===== src/rtl/gensync_param.sv =====
// gensync_param: parametrised video timing generator with pixel clock-enable.
// Produces HSYNC/VSYNC, active-region flags, pixel coordinates and frame/line strobes.
//
// Ports:
//   CLK       in   system clock, all state on rising edge
//   reset     in   synchronous active-high reset (priority over CE)
//   CE        in   pixel enable; counters advance only when high
//   HSYNC     out  horizontal sync, active level HS_POL
//   VSYNC     out  vertical sync, active level VS_POL
//   IMG       out  pixel is inside the visible area
//   IMGY_out  out  line is inside the visible lines (including h-blanking)
//   X         out  visible column, 0 outside the active region
//   Y         out  visible row, 0 outside the active region
//   SOF       out  one-CLK strobe when counters land on (0,0)
//   SOL       out  one-CLK strobe when hcnt lands on 0
module gensync_param #(
    parameter int   H_ACTIVE = 640,
    parameter int   H_FP     = 16,
    parameter int   H_SYNC   = 96,
    parameter int   H_BP     = 48,
    parameter int   V_ACTIVE = 480,
    parameter int   V_FP     = 10,
    parameter int   V_SYNC   = 2,
    parameter int   V_BP     = 33,
    parameter logic HS_POL   = 1'b0,
    parameter logic VS_POL   = 1'b0,
    parameter int   XW       = 10,
    parameter int   YW       = 9
) (
    input  logic          CLK,
    input  logic          reset,
    input  logic          CE,
    output logic          HSYNC,
    output logic          VSYNC,
    output logic          IMG,
    output logic          IMGY_out,
    output logic [XW-1:0] X,
    output logic [YW-1:0] Y,
    output logic          SOF,
    output logic          SOL
);

    localparam int H_TOTAL = H_ACTIVE + H_FP + H_SYNC + H_BP;
    localparam int V_TOTAL = V_ACTIVE + V_FP + V_SYNC + V_BP;
    localparam int HW = (H_TOTAL > 1) ? $clog2(H_TOTAL) : 1;
    localparam int VW = (V_TOTAL > 1) ? $clog2(V_TOTAL) : 1;

    localparam logic [HW-1:0] H_LAST = HW'(H_TOTAL - 1);
    localparam logic [HW-1:0] H_ACT  = HW'(H_ACTIVE);
    localparam logic [HW-1:0] HS_BEG = HW'(H_ACTIVE + H_FP);
    // H_BP >= 1 keeps the sync end strictly below H_TOTAL, so it fits in HW bits
    localparam logic [HW-1:0] HS_END = HW'(H_ACTIVE + H_FP + H_SYNC);

    localparam logic [VW-1:0] V_LAST = VW'(V_TOTAL - 1);
    localparam logic [VW-1:0] V_ACT  = VW'(V_ACTIVE);
    localparam logic [VW-1:0] VS_BEG = VW'(V_ACTIVE + V_FP);
    localparam logic [VW-1:0] VS_END = VW'(V_ACTIVE + V_FP + V_SYNC);

    logic [HW-1:0] hcnt;
    logic [HW-1:0] h_next;
    logic [VW-1:0] vcnt;
    logic [VW-1:0] v_next;

    logic h_vis;
    logic v_vis;
    logic hs_on;
    logic vs_on;

    always_comb begin
        h_next = hcnt + HW'(1);
        v_next = vcnt;
        if (hcnt == H_LAST) begin
            h_next = '0;
            v_next = (vcnt == V_LAST) ? '0 : vcnt + VW'(1);
        end
    end

    // Outputs are decoded from the next-state counters so they register
    // on the same edge the counters move.
    always_comb begin
        h_vis = (h_next < H_ACT);
        v_vis = (v_next < V_ACT);
        hs_on = (h_next >= HS_BEG) && (h_next < HS_END);
        vs_on = (v_next >= VS_BEG) && (v_next < VS_END);
    end

    always_ff @(posedge CLK) begin
        if (reset) begin
            // Parked on the last back-porch pixel: the first CE lands on (0,0)
            hcnt     <= H_LAST;
            vcnt     <= V_LAST;
            HSYNC    <= ~HS_POL;
            VSYNC    <= ~VS_POL;
            IMG      <= 1'b0;
            IMGY_out <= 1'b0;
            X        <= '0;
            Y        <= '0;
            SOF      <= 1'b0;
            SOL      <= 1'b0;
        end else if (CE) begin
            hcnt     <= h_next;
            vcnt     <= v_next;
            HSYNC    <= hs_on ? HS_POL : ~HS_POL;
            VSYNC    <= vs_on ? VS_POL : ~VS_POL;
            IMG      <= h_vis && v_vis;
            IMGY_out <= v_vis;
            X        <= h_vis ? XW'(h_next) : '0;
            Y        <= v_vis ? YW'(v_next) : '0;
            SOF      <= (h_next == '0) && (v_next == '0);
            SOL      <= (h_next == '0);
        end else begin
            // Levels hold; strobes last exactly one CLK
            SOF <= 1'b0;
            SOL <= 1'b0;
        end
    end

endmodule


===== config.mk =====
export PLATFORM = sky130hd
export DESIGN_NAME = gensync_param
export DESIGN_NICKNAME = d
export VERILOG_FILES = /design/src/rtl/gensync_param.sv
export SDC_FILE = /design/constraint.sdc
export NUM_CORES = 1
export LEC_CHECK = 0
export BUFFER_PORTS_ARGS = -buffer_cell sky130_fd_sc_hd__buf_2
export CORE_UTILIZATION = 25
export CTS_CLUSTER_SIZE = 40
export DETAILED_ROUTE_END_ITERATION = 12
export GPL_TIMING_DRIVEN = 0
export PLACE_DENSITY = 0.42
export SYNTH_ARGS = -nofsm -noshare
export SYNTH_HDL_FRONTEND = slang
export SYNTH_SLANG_ARGS = --single-unit

===== constraint.sdc =====
create_clock -name CLK -period 5.05 [get_ports CLK]
set_input_delay 0 -clock CLK [delete_from_list [all_inputs] [get_ports CLK]]
set_output_delay 0 -clock CLK [all_outputs]
set_load 0.005 [all_outputs]

# Word-level counts from Yosys, hierarchy flattened
# Cells that the tools add are included.
dict set report word_totals {
  reg_bits 45
  in_bits 3
  out_inout_bits 25
  elab_cells 35
}
dict set report op_classes {
  add_sub_neg 2
  order_cmp 6
  n_eq_ne 2
  muxes 7
  n_bitwise 1
  n_reduce_logical 7
}
# cell n
set op_table {}
lappend op_table {{$mux W10} 4}
lappend op_table {{$add A10 B1 Y10 const B} 2}
lappend op_table {{$eq A10 B10 Y1 const B} 2}
lappend op_table {{$logic_not A10 Y1} 2}
lappend op_table {{$lt A10 B10 Y1 const B} 2}
lappend op_table {{$lt A10 B9 Y1 const B} 2}
lappend op_table {{$ge A10 B10 Y1 const B} 1}
lappend op_table {{$ge A10 B9 Y1 const B} 1}
lappend op_table {{$mux W9} 1}
lappend op_table {{$logic_and A1 B1 Y1} 4}
lappend op_table {{$mux W1} 2}
lappend op_table {{$reduce_or A2 Y1} 1}
lappend op_table {{$not A1 Y1} 1}

# Depth between registers and ports, before layout
# Gate-level depths: netlist (run 1).
dict set report depth {
  depth_word 6
  mapped_depth 10
  depth_no_buf 8
}

# Worst setup path after synthesis (run 1)
# No wires, ideal clock.
dict set report synth_timing {
  path_kind {reg2reg}
  startpoint {register hcnt[0]}
  endpoint {register Y[6]}
  setup_time_ns 0.117
  arrival_ns 2.182
  t_required_ns 4.933
  path_slack_ns 2.751
  path_stages_with_launch 10
  path_buffers 2
  synth_period_minus_slack_ns 2.299
  path_cell_list {dfxtp_1 > ha_1 > buf_2 > nand3_1 > or3_1 > buf_2 > nor4_2 > nor2_1 > o2111a_1 > a22o_1}
}
dict set report synth_between {
  elab_chain_len 4
}
# element line_no
set synth_lines {}
lappend synth_lines {{start, declared} 59} ;# logic [HW-1:0] hcnt;
lappend synth_lines {{start signal, assigned} 101} ;# hcnt <= h_next;
lappend synth_lines {{$eq A10 B10 Y1 (*)} 72} ;# if (hcnt == H_LAST) begin
lappend synth_lines {{$mux W10 (*)} 72}
lappend synth_lines {{$lt A10 B9 Y1} 82} ;# v_vis = (v_next < V_ACT);
lappend synth_lines {{$mux W9 (*)} 108} ;# Y <= v_vis ? YW'(v_next) : '0;
lappend synth_lines {{end signal, assigned} 108}
lappend synth_lines {{end, declared} 38} ;# output logic [YW-1:0] Y,
# Every way passes the cells marked *; elsewhere a longest branch is shown, timed or not.
# A chain may end at the register's enable or synchronous reset.

# Worst setup path in the final report (run 1)
dict set report layout_timing {
  startpoint {register vcnt[0]}
  endpoint {register SOF}
}
dict set report layout_between {
  elab_chain_len 5
  elab_cells_between_ends 6
  cone_classes {add/sub (1); eq/ne (1); mux (2); reduce/logical (2)}
}
# element line_no
set layout_lines {}
lappend layout_lines {{start, declared} 61} ;# logic [VW-1:0] vcnt;
lappend layout_lines {{start signal, assigned} 102} ;# vcnt <= v_next;
lappend layout_lines {{$add A10 B1 Y10 or $eq A10 B10 Y1 (tied branches)} 74} ;# v_next = (vcnt == V_LAST) ? '0 : vcnt + VW'(1);
lappend layout_lines {{$mux W10} 74}
lappend layout_lines {{$mux W10 (*)} 72}
lappend layout_lines {{$logic_not A10 Y1 (*)} 109} ;# SOF <= (h_next == '0) && (v_next == '0);
lappend layout_lines {{$logic_and A1 B1 Y1 (*)} 109}
lappend layout_lines {{end signal, assigned} 109}
lappend layout_lines {{end, declared} 39} ;# output logic SOF,
# Marks and branches as above.

==> results of run 1 <==
## sequential cells by signal, indices dropped and copies added (netlist names)
| signal | cells |
|---|---|
| hcnt | 10 |
| HSYNC | 1 |
| X | 10 |
| SOF | 1 |
| VSYNC | 1 |
| IMGY_out | 1 |
| vcnt | 10 |
| Y | 9 |
| IMG | 1 |
| SOL | 1 |
## cell type report
cell class	count	area, µm²
Timing Repair Buffer	26	130
Clock inverter	2	15.0
Clock buffer	6	72.6
Sequential cell	45	901
Tap cell	129	161
Buffer	28	109
Inverter	9	33.8
Fill cell	1072	6540
Multi-Input combinational cell	235	1410
## power by group through the flow
stage                     clock, W  combinational, W  sequential (W)
after floorplan                  0          0.000195        0.000402
after global placement           0          0.000278        0.000405
after detailed placement         0          0.000275        0.000404
after CTS                 0.000240          0.000277        0.000396
after global routing      0.000255          0.000306        0.000400
final                     0.000231          0.000278        0.000396
## tightest hold or removal path, delay by kind of cell
family | cells | cell delay [ns]
compound gates | 1 | 0.15
buf+inv | 1 | 0.13
simple gates | 1 | 0.14
## Yosys cell counts (2+ instances only)
cell and number:
a211oi_1 3, a21oi_1 23, a22o_1 4, a22oi_1 2, and2_1 3, and3_1 5
and4_1 5, buf_1 2, buf_2 3, clkbuf_1 23, dfxtp_1 45, ha_1 3
inv_1 9, nand2_1 39, nand3_1 14, nand3b_1 2, nand4_1 10, nor2_1 23
nor3_1 12, nor4_1 5, o211ai_1 3, o21ai_0 25, o22ai_1 4, o31a_1 2
or3_1 4, xnor2_1 9, xor2_1 6
## metal layers
layer  share of wire [%]  global-route usage [%]
met2                  44                    24.8
met4                0.64                    3.23
met3                 5.5                    2.83
met5                   0                       0
met1                  50                    21.4
## through the flow
step	utilization, %	cell area (µm²)	worst slack, ns	hold slack, ns	std cells
after floorplan	-	2460	2.75	0.276	317
after global placement	29.3	2750	2.25	0.381	472
after detailed placement	29.3	2750	2.28	0.381	472
after CTS	30.3	2840	2.27	0.131	480
after global routing	30.3	2840	2.00	0.156	480
final	30.3	2840	2.21	0.147	480
## worst max-delay path by stage
stage | from | endpoint | slack [ns] | cells past startpoint
5_1_grt | vcnt[0]$_SDFFE_PP0P_ | Y[5]$_SDFFE_PP0P_ | 2.00 | 10
2_1_floorplan | hcnt[0]$_SDFFE_PP1P_ | Y[6]$_SDFFE_PP0P_ | 2.75 | 9
6_report | vcnt[0]$_SDFFE_PP0P_ | SOF$_SDFF_PP0_ | 2.21 | 10
3_3_place_gp | vcnt[0]$_SDFFE_PP0P_ | SOF$_SDFF_PP0_ | 2.25 | 10
3_5_place_dp | vcnt[0]$_SDFFE_PP0P_ | Y[8]$_SDFFE_PP0P_ | 2.28 | 10
4_1_cts | vcnt[0]$_SDFFE_PP0P_ | Y[8]$_SDFFE_PP0P_ | 2.27 | 10
## cells in the final DEF, fill, tap and decap left out, drive strengths merged, types with 3 or more instances in the layout
cell type  count
a211oi         3
a21oi         23
a22o           4
and2           3
and3           5
and4           5
buf           31
clkbuf        29
dfxtp         45
ha             3
inv            9
nand2         39
nand3         14
nand4         10
nor2          23
nor3          13
nor4           7
o211ai         3
o21ai         26
o22ai          4
or3            4
xnor2          9
xor2           6
## logic make-up after synthesis
| family | after synthesis | synth area share, % |
|---|---|---|
| adder cells (fa/ha/maj) | 3 | 1.53 |
| multiplexers | 1 | 0.407 |
| AND/OR/NAND/NOR | 135 | 29.4 |
| XOR/XNOR | 15 | 5.35 |
| buffers and inverters | 37 | 5.80 |
| flip-flops | 45 | 36.7 |
| AO/OA/AOI/OAI | 81 | 20.8 |
==> run_results.csv, run 1 <==
group,metric,value,unit
global_route,grt_pass1_vias,2205,
pwr,leakage,1.02,nW
global_route,grt-ovfl-total,0,
pwr,power.share.clock,25.5,%
sta,relSlewSlack,50.8,%
floorplanning,die_area,0.0102,mm²
synthesis,synth.largest_area_cell,"dfxtp_1",
layout,n_antenna_cell,0,
worst_setup_path,worstPathCellList,"clkbuf_1 -> inv_1 -> ha_1 -> nor4bb_1 -> and3_1 -> clkbuf_1 -> nor2_1 -> a22oi_1 -> o2111ai_1 -> nor4b_2",
worst_setup_path,cp.required,5.27,ns
drt,drc,0,
synthesis,async_flop_share,0,%
floorplanning,io_pins,28,
min_path,worst_hold_path_type,"in -> reg",
sta,tightest_slew,0.733,ns
worst_setup_path,ff2ff_setup_slack,2.21,ns
synthesis,ys_top_cells_by_area,"dfxtp_1 37%, nand2_1 6.0%, o21ai_0 5.1%",
global_route,grt_antenna_before_repair,0,
pwr,pwr-share-seq,43.8,%
pwr,power.switching,0.000335,W
drt,ant_nets,0,
synthesis,synth-seq-cells,45,
floorplanning,die_y,101,µm
pwr,switching_share,37.0,%
layout,nets,356,
synthesis,syn_nets,323,
placement,port_buffers,26,
min_path,min_path_cells,3,
worst_setup_path,r2r_cells,10,
cts,holdBufCountCts,0,
cts,root_buffer,"clkbuf_8",
global_route,grt_pass1_wl,12.2,mm
cts,cts.clk_slew.worst_paths,0.09,ns
worst_setup_path,slowest_delay,0.42,ns
synthesis,synth_edf_count,0,
worst_setup_path,r2r_start,"vcnt[0]$_SDFFE_PP0P_",
pwr,peakVddDrop,0.129,mV
min_path,hold_end,"IMG$_SDFFE_PP0P_",
sta,fin_crit,2.84,ns
cts,htreeDepth,2,
worst_setup_path,cp_slowest_cell,"a22oi_1",
sta,setup_violations,0,
run,cap_violations,0,
worst_setup_path,critPathArrivalTime,3.05,ns
sta,drv_slew,0,
global_route,grt_max_degree,15,
drt,vias,2392,
cts,postCtsSetupRepairBufs,0,
drt,drt_wl_total,7.54,mm
worst_setup_path,reg2reg_to,"SOF$_SDFF_PP0_",
synthesis,ys_seq_area_share,36.7,%
floorplanning,die_w,101,µm
sta,setup_tns,0,ns
placement,dp_hpwl,5.40,mm
floorplanning,coreArea,0.00937,mm²
pwr,pwr-share-comb,30.7,%
floorplanning,initial_core_util,26.2,%
cts,cts_tree,"done",
placement,globalplace.congestion,0.902,
cts,cts_resized,0,
drt,wl_per_cell,15.7,µm
cts,cts_buffers,5,
sta,period_share,56.2,%
synthesis,ys.flop_type,"dfxtp_1",
cts,clock_path_buffers,2,
sta,rsz0062_at_grt,"no",
drt,routed_via_density,4.98,
layout,syn2layout_area_growth,15.4,%
layout,drive_gt1_share,13.1,%
drt,drt-pass1-iter-count,4,
run_status,outcome,"finished, final reports clean",
worst_setup_path,startpoint_type,"register",
drt,drtIter0Drc,128,
synthesis,syn_area_per_cell,7.75,µm²
sta,final_hold_viol_count,0,
pwr,intPower,0.000571,W
worst_setup_path,cpLargestDelayFamily,"simple AND/OR/NAND/NOR gates",
synthesis,synth.top_cell.area_share,36.7,%
cts,clock_sink_count,45,
pwr,cellPowerDensity,319,mW/mm²
worst_setup_path,critical_path_buf_inv_count,3,
worst_setup_path,cp_max_fo,10,
worst_setup_path,worstSetupEndpointType,"register",
synthesis,synth_cell_types,56,
synthesis,ys_warn_count,0,
min_path,hp-start,"CE",
sta,fin_skew,0.0105,ns
global_route,grt_usage,15.4,%
floorplanning,rows,35,
worst_setup_path,critPathKind,"reg -> reg",
pwr,fin_total_pwr,0.000906,W
cts,clock_latency,0.30,ns
synthesis,syn_inst,317,
sta,fmax,352,MHz
worst_setup_path,cpMostUsedCell,"clkbuf_1",
synthesis,synth_area,0.00246,mm²
Note: power is estimated with default switching activity, not from simulation.
==> run 2, diff against run 1 <==
Settings changed: ABC_AREA set to 1, PLACE_DENSITY 0.42 to 0.43.
Clock period 5.05 ns to 2.58 ns, I/O delays scaled along.
==> run 2 against run 1 <==
Net effect:
- power is 71% higher
- combinational power is 24% higher
- critical path type unchanged
- largest power group unchanged
- synthesized cell count is 16% higher
- highest routed layer unchanged
- wire length is 5.7% lower
- hold slack worse by 0.14 ns
- maximum frequency is 31% higher
- largest cell class unchanged
- sequential power is 92% higher
==> run_results.csv, run 2 <==
group,metric,value,unit
cts,htreeDepth,2,
floorplanning,rows,35,
floorplanning,initial_core_util,25.7,%
global_route,grt_usage,15.6,%
drt,wl_per_cell,13.9,µm
floorplanning,die_y,99.3,µm
sta,setup_violations,0,
sta,fmax,461,MHz
drt,wl_met1,3.59,mm
cts,clock_latency,0.30,ns
synthesis,synth.largest_area_cell,"dfxtp_1",
drt,ant_nets,0,
cts,holdBufCountCts,0,
cts,cts_resized,0,
sta,setup_tns,0,ns
pwr,peakVddDrop,0.230,mV
synthesis,syn_nets,373,
sta,rsz0062_at_grt,"no",
sta,final_hold_viol_count,0,
drt,drc,0,
layout,n_antenna_cell,0,
synthesis,synth_area,0.00236,mm²
synthesis,async_flop_share,0,%
min_path,worst_hold_path_type,"in -> reg",
placement,dp_hpwl,5.34,mm
floorplanning,die_w,99.3,µm
pwr,switching_share,33.3,%
synthesis,syn_area_per_cell,6.44,µm²
cts,cts.clk_slew.worst_paths,0.09,ns
worst_setup_path,worstPathCellList,"ha_1 -> nand2_2 -> nor2_4 -> nand2_1 -> nand3_1 -> nand2_1 -> nand2_1 -> nand3_1 -> a21oi_1",
drt,wl_met2,2.97,mm
pwr,power.share.clock,28.5,%
layout,layout_commonest_cell,"nand2_1",
placement,port_buffers,27,
layout,stdcell_count,513,
drt,drt-pass1-iter-count,4,
cts,clock_path_buffers,2,
cts,cts_buffers,5,
pwr,pwr-share-seq,49.3,%
synthesis,ys_seq_area_share,38.1,%
worst_setup_path,startpoint_type,"register",
layout,syn2layout_area_growth,15.1,%
pwr,power.switching,0.000515,W
global_route,grt_antenna_before_repair,0,
sta,fin_crit,2.17,ns
layout,final_cell_mix,"104 x nand2_1, 45 x dfxtp_1, 43 x nor2_1",
placement,postPlaceCellArea,0.00264,mm²
synthesis,yosysMostFrequentCell,"nand2_1",
worst_setup_path,critPathArrivalTime,2.41,ns
global_route,grt_pass1_vias,2302,
global_route,grt-ovfl-total,0,
worst_setup_path,critPathKind,"reg -> reg",
worst_setup_path,cpMostUsedCell,"nand2_1",
synthesis,synthTopCellsByCount,"104 x nand2_1, 45 x dfxtp_1, 43 x nor2_1, 39 x a21oi_1, 38 x inv_1",
run_status,outcome,"finished, final reports clean",
layout,design_area,0.00272,mm²
global_route,grt_max_degree,14,
floorplanning,io_pins,28,
cts,clock_sink_count,45,
cts,root_buffer,"clkbuf_8",
pwr,pwr-share-comb,22.3,%
worst_setup_path,cpLargestDelayFamily,"simple AND/OR/NAND/NOR gates",
sta,hold_slack,0.00521,ns
cts,postCtsSetupRepairBufs,0,
layout,largestRegisters,"X: 10 flops, hcnt: 10 flops, vcnt: 10 flops",
synthesis,ys.flop_type,"dfxtp_1",
run,cap_violations,0,
pwr,fin_total_pwr,0.00155,W
worst_setup_path,critical_path_buf_inv_count,0,
pwr,leakage,1.22,nW
cts,cts_tree,"done",
synthesis,ys_warn_count,0,
sta,period_share,84.1,%
drt,drt_wl_total,7.11,mm
placement,globalplace.congestion,0.833,
worst_setup_path,slowest_delay,0.46,ns
sta,tightest_slew,0.625,ns
sta,drv_slew,0,
worst_setup_path,cp_max_fo,10,
synthesis,syn_inst,367,
layout,drive_gt1_share,10.9,%
drt,wl_met3,381,µm
synthesis,synth_cell_types,24,
synthesis,synth.top_cell.area_share,38.1,%
sta,fin_skew,0.00808,ns
placement,dpl.cell_count,505,
synthesis,synth_edf_count,0,
worst_setup_path,worstSetupEndpointType,"register",
global_route,grt_pass1_wl,11.9,mm
layout,nets,407,
worst_setup_path,cp_slowest_cell,"dfxtp_1",
drt,routed_via_density,4.70,
drt,drtIter0Drc,236,
pwr,intPower,0.00103,W
synthesis,synth-seq-cells,45,
floorplanning,coreArea,0.00920,mm²
floorplanning,die_area,0.00985,mm²
synthesis,ys_top_cells_by_area,"dfxtp_1 38%, nand2_1 17%, a21oi_1 8.3%",
drt,vias,2412,
pwr,cellPowerDensity,568,mW/mm²
drt,top_layer_used,"met4",
worst_setup_path,cp.required,2.82,ns
sta,relSlewSlack,58.3,%
==> run 2: per-stage QoR <==
step	worst slack, ns	util (%)
2_1_floorplan	0.836	-
3_3_place_gp	0.383	28.7
3_5_place_dp	0.427	28.7
4_1_cts	0.409	29.6
5_1_grt	0.127	29.6
6_report	0.410	29.6
==> run 2: cells by family (layout without fill, tap and decap cells) <==
logic type / count (synthesis) / after routing / share of synthesized area (%)
buffers and inverters: 55 / 90 / 9.52
flip-flops: 45 / 45 / 38.1
AO/OA/AOI/OAI: 62 / 62 / 13.7
AND/OR/NAND/NOR: 202 / 202 / 37.1
adder cells (fa/ha/maj): 3 / 3 / 1.59
==> run 2: final cells by class <==
cell class / instances / area (µm²)
sequential: 45 / 901
fill: 1046 / 6470
clock inverter: 1 / 7.51
clock buffer: 7 / 76.3
inverter: 39 / 146
tap: 111 / 139
buffer: 16 / 78.8
multi-input combinational: 267 / 1240
timing repair buffer: 27 / 135
==> run 2: worst paths after layout <==
check / startpoint / to / slack [ns] / cells after the start
worst max-delay path: hcnt[0]$_SDFFE_PP1P_ / X[4]$_SDFFE_PP0P_ / 0.41 / 9
worst min-delay path: reset / hcnt[1]$_SDFFE_PP1P_ / 0.005 / 3
worst max register to register: hcnt[0]$_SDFFE_PP1P_ / X[4]$_SDFFE_PP0P_ / 0.41 / 9
worst min register to register: Y[3]$_SDFFE_PP0P_ / Y[3]$_SDFFE_PP0P_ / 0.47 / 2
==> run 2: routing by layer <==
layer,up-vias,track usage [%]
met5,-,0
met4,0,5.20
met3,12,2.53
met2,68,24.0
met1,1077,22.1
li1,1255,-
==> run 2: power groups by stage <==
stage | Clock, W | Combinational (W) | Sequential [W]
CTS | 0.000455 | 0.000347 | 0.000762
global route | 0.000485 | 0.000397 | 0.000768
detailed placement | 0 | 0.000345 | 0.000778
finish | 0.000441 | 0.000344 | 0.000762
floorplan | 0 | 0.000242 | 0.000773
global placement | 0 | 0.000346 | 0.000778
==> run 2: worst min-delay path, stage by stage <==
cell,delay (ns)
buf_2,0.10
inv_1,0.09
nand3_1,0.08
==> run 3, diff against run 2 <==
Settings changed: PLACE_DENSITY 0.43 to 0.42.
Clock period 2.58 ns to 2 ns, I/O delays scaled along.
==> run 3 against run 2 <==
Net effect:
- die area unchanged
- wire length is 4.7% higher
- via count up 2.7%
- critical path depth rose by 4
- first-iteration DRC count is 38% lower
- maximum frequency is 12% higher
- power up 36%
- critical path type unchanged
- highest routed layer unchanged
==> run_results.csv, run 3 (synthesized netlist as in run 2, its figures left out) <==
group,metric,value,unit
run_status,outcome,"finished, final reports clean",
layout,fillers,1036,
pwr,peakVddDrop,0.279,mV
global_route,grt_pass1_wl,11.7,mm
global_route,grt_usage,15.3,%
pwr,pwr-share-comb,25.1,%
worst_setup_path,slowest_delay,0.38,ns
layout,n_antenna_cell,0,
layout,largestRegisters,"X: 10 flops, hcnt: 10 flops, vcnt: 10 flops",
cts,clock_path_buffers,2,
placement,dpl.cell_count,505,
global_route,grt_max_degree,14,
drt,drc,0,
sta,fmax,515,MHz
floorplanning,initial_core_util,25.7,%
layout,stdcell_count,521,
worst_setup_path,cp_slowest_cell,"dfxtp_4",
sta,postLayoutSetupSlackWorst,0.0577,ns
sta,fin_crit,1.94,ns
layout,drive_gt1_share,19.5,%
placement,port_buffers,27,
pwr,leakage,1.30,nW
cts,root_buffer,"clkbuf_8",
run,cap_violations,0,
floorplanning,io_pins,28,
worst_setup_path,worstPathCellList,"ha_4 -> nand2_4 -> nor2_4 -> inv_4 -> nor2_8 -> nand2_1 -> nand2_1 -> nand2_2 -> nor2_2 -> nand2_2 -> buf_4 -> o21ai_1 -> nand2_1",
sta,hold_slack,0.0227,ns
cts,htreeDepth,2,
floorplanning,rows,35,
pwr,power.switching,0.000701,W
global_route,grt_pass1_vias,2235,
placement,pre_cts_ws,-0.165,ns
global_route,grt-ovfl-total,0,
drt,wl_per_cell,14.3,µm
layout,final_cell_mix,"97 x nand2_1, 40 x dfxtp_1, 39 x nor2_1",
sta,period_share,97.1,%
floorplanning,coreArea,0.00920,mm²
drt,drt-pass1-iter-count,8,
worst_setup_path,critPathArrivalTime,2.13,ns
pwr,pwr-share-seq,46.6,%
placement,dp_hpwl,5.40,mm
cts,cts_tree,"done",
layout,syn2layout_area_growth,24.3,%
floorplanning,die_area,0.00985,mm²
sta,setup_tns,0,ns
sta,setup_violations,0,
placement,postPlaceCellArea,0.00264,mm²
worst_setup_path,critPathKind,"reg -> reg",
pwr,cellPowerDensity,718,mW/mm²
floorplanning,die_y,99.3,µm
drt,ant_nets,0,
pwr,switching_share,33.2,%
cts,clock_latency,0.30,ns
drt,drtIter0Drc,147,
global_route,grt_antenna_before_repair,0,
sta,rsz0062_at_grt,"yes",
drt,drt_wl_total,7.44,mm
worst_setup_path,ff2ff_setup_slack,0.06,ns
placement,globalplace.congestion,0.835,
sta,relSlewSlack,58.4,%
min_path,worst_hold_path_type,"in -> reg",
sta,drv_slew,0,
worst_setup_path,startpoint_type,"register",
cts,clock_sink_count,45,
worst_setup_path,worstSetupEndpointType,"register",
worst_setup_path,cp.required,2.19,ns
drt,routed_via_density,4.76,
sta,final_hold_viol_count,0,
worst_setup_path,cp_max_fo,7,
floorplanning,die_w,99.3,µm
drt,vias,2478,
sta,fin_skew,0.00923,ns
sta,tightest_slew,0.624,ns
pwr,intPower,0.00141,W
layout,design_area,0.00294,mm²
layout,layout_commonest_cell,"nand2_1",
layout,nets,416,
cts,holdBufCountCts,0,
cts,cts.clk_slew.worst_paths,0.09,ns
cts,cts_buffers,5,
worst_setup_path,cpMostUsedCell,"nand2_1",
pwr,power.share.clock,28.2,%
[run 3: cell count changes in the layout (fill, tap and decap cells not counted), moves of 3 or more]
cell / change
nand3_1: -4
nor2_2: +3
nand2_2: +5
buf_4: +8
dfxtp_4: +4
nor2_1: -4
o21ai_0: -3
clkbuf_1: -3
nand2_1: -7
nand3_2: +3
dfxtp_1: -5
[run 3: repair_timing]
item / CTS / global route
setup endpoints to repair: 24 / 24
resized for setup: 10 / 32
gates cloned: 0 / 2
pin swaps: 2 / 12
buffers inserted: 3 / 5
[run 3: metrics by stage]
stage / util [%] / power, W
final: 32.0 / 0.00211
after global routing: 32.0 / 0.00223
after CTS: 30.1 / 0.00207
after detailed placement: 28.7 / 0.00145
after global placement: 28.7 / 0.00145
after floorplan: - / 0.00131
[run 3: power by group through the flow]
stage	logic [W]	registers [W]	clock network, W
after floorplan	0.000313	0.000997	0
after global placement	0.000449	0.00100	0
after detailed placement	0.000448	0.00100	0
after global routing	0.000586	0.000992	0.000653
final	0.000530	0.000984	0.000595
after CTS	0.000470	0.000983	0.000616
[run 3: area by class of cell]
class	count	area (µm²)	area share, %
inverters	39	149	5.07
clock buffers	6	82.6	2.81
plain buffers	15	82.6	2.81
flip-flops and latches	45	917	31.2
repair buffers	37	228	7.75
multi-input cells	267	1330	45.4
clock inverters	1	7.51	0.255
well taps	111	139	4.73
[run 3: path summary, 6_finish.rpt]
kind	start	end	cells past startpoint
min	reset	hcnt[1]$_SDFFE_PP1P_	3
min reg2reg	Y[5]$_SDFFE_PP0P_	Y[5]$_SDFFE_PP0P_	2
max	hcnt[1]$_SDFFE_PP1P_	VSYNC$_SDFFE_PP1P_	13
max reg2reg	hcnt[1]$_SDFFE_PP1P_	VSYNC$_SDFFE_PP1P_	13
[run 3: worst max-delay path: cells and delay by family (launching register included)]
| family | cells | cell delay, ns |
|---|---|---|
| buf+inv | 2 | 0.23 |
| flops | 1 | 0.38 |
| compound gates | 1 | 0.17 |
| simple gates | 9 | 0.90 |
| fa+ha+maj | 1 | 0.15 |
[run 3: metal layers]
metal  vias to the layer above  routed length, µm  track usage (%)
met1                      1146               4000             22.6
met5                         -                  0                0
li1                       1277                  -                -
met4                         0                 15             3.51
met2                        52               3230             23.1
met3                         3                205             2.60
